`src/rtl/eflags_reg_unit.sv`:
```
// eflags_reg_unit: computes ALU status flags, merges them into a registered EFLAGS, and forwards the next value.
module eflags_reg_unit #(
  parameter int WIDTH = 32,
  parameter logic [31:0] RESET_FLAGS = 32'h0000_0000
) (
  input  logic             clk,
  input  logic             reset,
  input  logic             v_in,
  input  logic             stall,
  input  logic             flush,
  input  logic [1:0]       size,
  input  logic [WIDTH-1:0] a,
  input  logic [WIDTH-1:0] b,
  input  logic [WIDTH-1:0] result,
  input  logic             carry_out,
  input  logic             is_sub,
  input  logic [6:0]       upd_mask,
  input  logic             df_val,
  input  logic             load_en,
  input  logic [31:0]      load_val,
  output logic [31:0]      flags,
  output logic [31:0]      flags_fwd,
  output logic             v_out
);
  localparam logic [31:0] IMPL = 32'h0000_0CD5;
  localparam int H16 = (WIDTH < 16) ? WIDTH - 1 : 15;
  logic [1:0] sz;
  logic [WIDTH-1:0] zmask;
  logic a_s, b_s, r_s, of_n, sf_n, zf_n, af_n, pf_n, cf_n, acc;
  logic [31:0] nf, mexp, merged;
  always_comb begin
    sz = (WIDTH == 8) ? 2'd0 : (size == 2'b11) ? 2'd2 : (WIDTH == 16 && size == 2'b10) ? 2'd1 : size;
    zmask = (sz == 2'd0) ? WIDTH'(32'h0000_00FF) : (sz == 2'd1) ? WIDTH'(32'h0000_FFFF) : {WIDTH{1'b1}};
    a_s = (sz == 2'd0) ? a[7] : (sz == 2'd1) ? a[H16] : a[WIDTH-1];
    b_s = (sz == 2'd0) ? b[7] : (sz == 2'd1) ? b[H16] : b[WIDTH-1];
    r_s = (sz == 2'd0) ? result[7] : (sz == 2'd1) ? result[H16] : result[WIDTH-1];
    sf_n = r_s;
    zf_n = ((result & zmask) == '0);
    pf_n = ~^result[7:0];
    af_n = a[4] ^ b[4] ^ result[4];
    of_n = (a_s ~^ (b_s ^ is_sub)) & (a_s ^ r_s);
    cf_n = carry_out ^ is_sub;
    nf = {20'b0, of_n, df_val, 2'b0, sf_n, zf_n, 1'b0, af_n, 1'b0, pf_n, 1'b0, cf_n};
    mexp = {20'b0, upd_mask[6], upd_mask[5], 2'b0, upd_mask[4], upd_mask[3], 1'b0,
            upd_mask[2], 1'b0, upd_mask[1], 1'b0, upd_mask[0]};
    merged = load_en ? (load_val & IMPL) : (((flags & ~mexp) | (nf & mexp)) & IMPL);
    acc = v_in & ~stall & ~flush & ~reset;
    flags_fwd = acc ? merged : flags;
  end
  always_ff @(posedge clk) begin
    if (reset) begin
      flags <= RESET_FLAGS & IMPL;
      v_out <= 1'b0;
    end else if (acc) begin
      flags <= merged;
      v_out <= 1'b1;
    end else if (!stall) v_out <= 1'b0;
  end
endmodule

```
`config.mk`:
```
export PLATFORM = sky130hd
export DESIGN_NAME = eflags_reg_unit
export DESIGN_NICKNAME = d
export VERILOG_FILES = /design/src/rtl/eflags_reg_unit.sv
export SDC_FILE = /design/constraint.sdc
export NUM_CORES = 1
export LEC_CHECK = 0
export ABC_AREA = 0
export CORE_AREA = 4 4 80 82
export CTS_CLUSTER_SIZE = 28
export DETAILED_ROUTE_END_ITERATION = 16
export DIE_AREA = 0 0 84 86
export DONT_BUFFER_PORTS = 1
export SYNTH_ARGS = -nofsm -noshare
export SYNTH_HDL_FRONTEND = slang
export SYNTH_SLANG_ARGS = --single-unit
```
`constraint.sdc`:
```
create_clock -name clk -period 1.4 [get_ports clk]
set_input_delay 0.14 -clock clk [delete_from_list [all_inputs] [get_ports clk]]
set_output_delay 0.14 -clock clk [all_outputs]
set_load 0.05 [all_outputs]
```
==> key figures <==
Clocking
  • CTS clock-pin slew for the worst setup and hold paths: approximately 0.080 ns
  • Clk sink count: 33
  • Clk Latency, worst-skew pair: ~0.28 ns
  • Num CTS Buffers: 5
  • H-tree levels: 2
  • CTS tree: built
  • CTS root buffer: clkbuf_8
  • Clk buf depth: 2

Synth
  • Cells after Synth: 178
  • Synthesized area: approximately 1600 um^2
  • Synth warnings: 0
  • Register area share after synthesis: between 40% and 50%
  • Yosys cell types: 34
  • Syn_area_per_cell: 9.236 um^2
  • Post-Syn Nets: between 300 and 400
  • Number of synthesized register bits: 33

Pwr
  • Peak VDD IR: around 380 uV
  • Power Dens Cells: 720.4 nW/um^2
  • LEAKAGE: roughly 1.1 nW
  • PnR Total Power: 2.010 mW

Run status
  • Failing checks: setup timing
  • Status: finished with violations

Die
  • Die height: 86 um
  • Die ar.: between 7000 and 8000 um^2
  • Core area: about 5700 um^2
  • Top Ports: 211
  • Initial Util: ~29%
  • Rows: 28
  • Die W: 84 um

Place
  • Detailed Place HPWL: ~4300 um
  • GP Congestion: 0.8134
  • Number of port buffers: 0

Detailed routing
  • Wire per inst: between 15 and 20 um
  • Final antenna-violating net count: 0
  • Post-route DRC: 0
  • Detailed Routing Iterations Pass 1: 4
  • Routed vias/inst: approximately 4.8
  • Via Count: approximately 1500
  • Post-Route WL: about 5700 um
  • First-iteration detailed-routing DRC count: 22

Critical path
  • WP data arrival: 1.33 ns
  • Worst EP required: around 1.3 ns
  • Critical Path Start: stall
  • R2r startpoint: flags[7]$_SDFF_PP0_
  • CP Capture Type: primary output
  • Crit path kind: input pin to primary output
  • Crit-path max FO: 7
  • Critical path startpoint category: input pin

Global route
  • Gr ovfl total: 0
  • Vias in the first global route: around 1600
  • Total track usage: around 15%
  • Initial antenna violation count: 0
  • Largest net degree at the start of global routing: 34
  • First-pass GRT wire length: 8204 um

Timing
  • RSZ-0062 raised after global routing: true
  • Fin Clk Skew: 0 ns
  • Final hold violations: 0
  • Setup TNS: -0.2047 ns
  • Slew Viols, Final: 0
  • Slew HR: 81.61%
  • Worst Tran Pin Value: approximately 0.27 ns
  • Period utilization: 105.1%
  • Worst setup margin: -0.07146 ns
  • Setup violators final: 4
  • F_max: 679.6 MHz
  • Min Tclk post-route: between 1 and 1.5 ns

Layout
  • Ant. Diodes: 0
  • P&R area growth vs syn: 69.71%
  • Final net count: ~390
  • Share of layout cells above drive strength 1: around three fifths
  • Fillcell total: about 550

Flow run
  • MaxCap Viol Count: 0

Hold path
  • Worst hold start: upd_mask[6]
  • Worst hold path class: input pin to flip-flop
[critical path, stage by stage]
cell	delay, ns
or4b_4	0.58
buf_8	0.16
a22oi_2	0.20
o21ai_4	0.10
buf_12	0.15
[power by group]
group / switching (mW) / leakage [nW] / total [mW] / internal [mW]
sequential: 0.00584 / 0.268 / 0.949 / 0.944
combinational: 0.179 / 0.822 / 0.358 / 0.179
clock: 0.359 / 0.0439 / 0.702 / 0.343
total: 0.544 / 1.13 / 2.01 / 1.47
[repair_timing]
| action | CTS | global route |
|---|---|---|
| gates cloned | 0 | 1 |
| endpoints found under the hold margin | 33 | 0 |
| hold buffers | 2 | 0 |
| setup buffers | 1 | 7 |
| setup endpoints to repair | 11 | 12 |
| resized for setup | 23 | 34 |
| pin swaps | 19 | 16 |
[cells by family after synthesis]
kind of cell    after synthesis  share of synthesized area [%]
simple gates                 90                          35.85
mux                           4                          2.511
flops                        33                          40.18
buf+inv                      17                          5.326
xor+xnor                      6                          4.033
compound gates               24                          9.056
fa+ha+maj                     4                          3.044
[final timing paths]
check / to / slack [ns] / depth (start not counted)
worst max-delay path: flags_fwd[7] / -0.07 / 5
worst min-delay path: flags[11]$_SDFF_PP0_ / 0.03 / 2
worst max register to register: flags[7]$_SDFF_PP0_ / 0.37 / 4
worst min register to register: v_out$_SDFFE_PP0P_ / 0.47 / 2
[synthesized netlist by cell type]
library cell / instances / area share [%]
dfxtp_1: 33 / 40
nor2b_1: 31 / 12
and2_4: 19 / 10
nor2_1: 11 / 2.5
inv_1: 9 / 2.1
and2_1: 7 / 2.7
nand2_1: 7 / 1.6
nor4_1: 6 / 2.3
a31oi_1: 5 / 1.9
o21ai_0: 5 / 1.5
clkbuf_1: 4 / 0.91
ha_1: 4 / 3.0
o21ai_1: 4 / 1.2
o22ai_1: 4 / 1.5
xnor2_1: 4 / 2.1
a22oi_1: 3 / 1.4
buf_6: 3 / 2.1
mux2i_1: 3 / 1.8
a2111oi_0: 1 / 0.53
a21oi_1: 1 / 0.30
buf_2: 1 / 0.30
mux2_2: 1 / 0.68
nand2b_1: 1 / 0.38
nand3_1: 1 / 0.30
nand3b_1: 1 / 0.46
nand4_1: 1 / 0.38
nor2b_4: 1 / 0.84
nor3_1: 1 / 0.30
nor4b_2: 1 / 0.91
o221a_2: 1 / 0.68
or2b_1: 1 / 0.46
or4b_4: 1 / 0.84
xnor3_1: 1 / 1.4
xor2_1: 1 / 0.53
[registers in the layout, summed over array words and instances, names as in the netlist]
register,count
v_out,1
flags,32
[layer usage]
metal | wire length, um | global-route usage [%] | vias up
li1 | - | - | 718
met1 | 2100 | 16.43 | 691
met2 | 2968 | 27.40 | 95
met3 | 552 | 5.379 | 8
met4 | 68 | 2.632 | 0
met5 | 0 | 0 | -
[stage by stage]
| step | utilization [%] | hold WS [ns] | worst slack (ns) | instances | area (um^2) |
|---|---|---|---|---|---|
| 3_3_place_gp | 41.09 | 0.2097 | -0.1492 | 299 | 2361 |
| 3_5_place_dp | 41.09 | 0.2121 | -0.1365 | 299 | 2361 |
| 5_1_grt | 48.56 | 0.02619 | -0.1321 | 318 | 2790 |
| 4_1_cts | 45.36 | 0.02118 | -0.07854 | 310 | 2606 |
| 2_1_floorplan | - | 0.2116 | -0.06943 | 178 | 1740 |
| 6_report | 48.56 | 0.03016 | -0.07146 | 318 | 2790 |
[layout make-up]
cell class                      instances  area [um^2]  area share [%]
Tap cell                               75        93.84           3.363
Sequential cell                        33        666.9           23.90
Inverter                                9        51.30           1.839
Clock buffer                            5        68.82           2.466
Clock inverter                          3        17.52          0.6278
Timing Repair Buffer                   65        698.2           25.02
Multi-Input combinational cell        128         1194           42.78
[placed cells by master, fill, tap and decap left out, types with 2 or more instances in the layout]
cell	instances
dfxtp_2	2
nor2_1	3
dfxtp_1	30
buf_12	15
buf_4	44
o22ai_2	3
inv_4	3
inv_6	2
clkbuf_8	5
nor2_2	4
clkinv_2	2
nand2_1	6
ha_4	4
xnor2_1	3
nor2b_1	31
inv_2	3
nor4_1	2
and2_4	24
nor2_4	4
buf_8	2
o21ai_4	3
a31oi_1	3
buf_6	2
nor4_4	3
mux2i_1	3
o21ai_0	4
a22oi_2	3
Note: power is estimated with default switching activity, not from simulation.
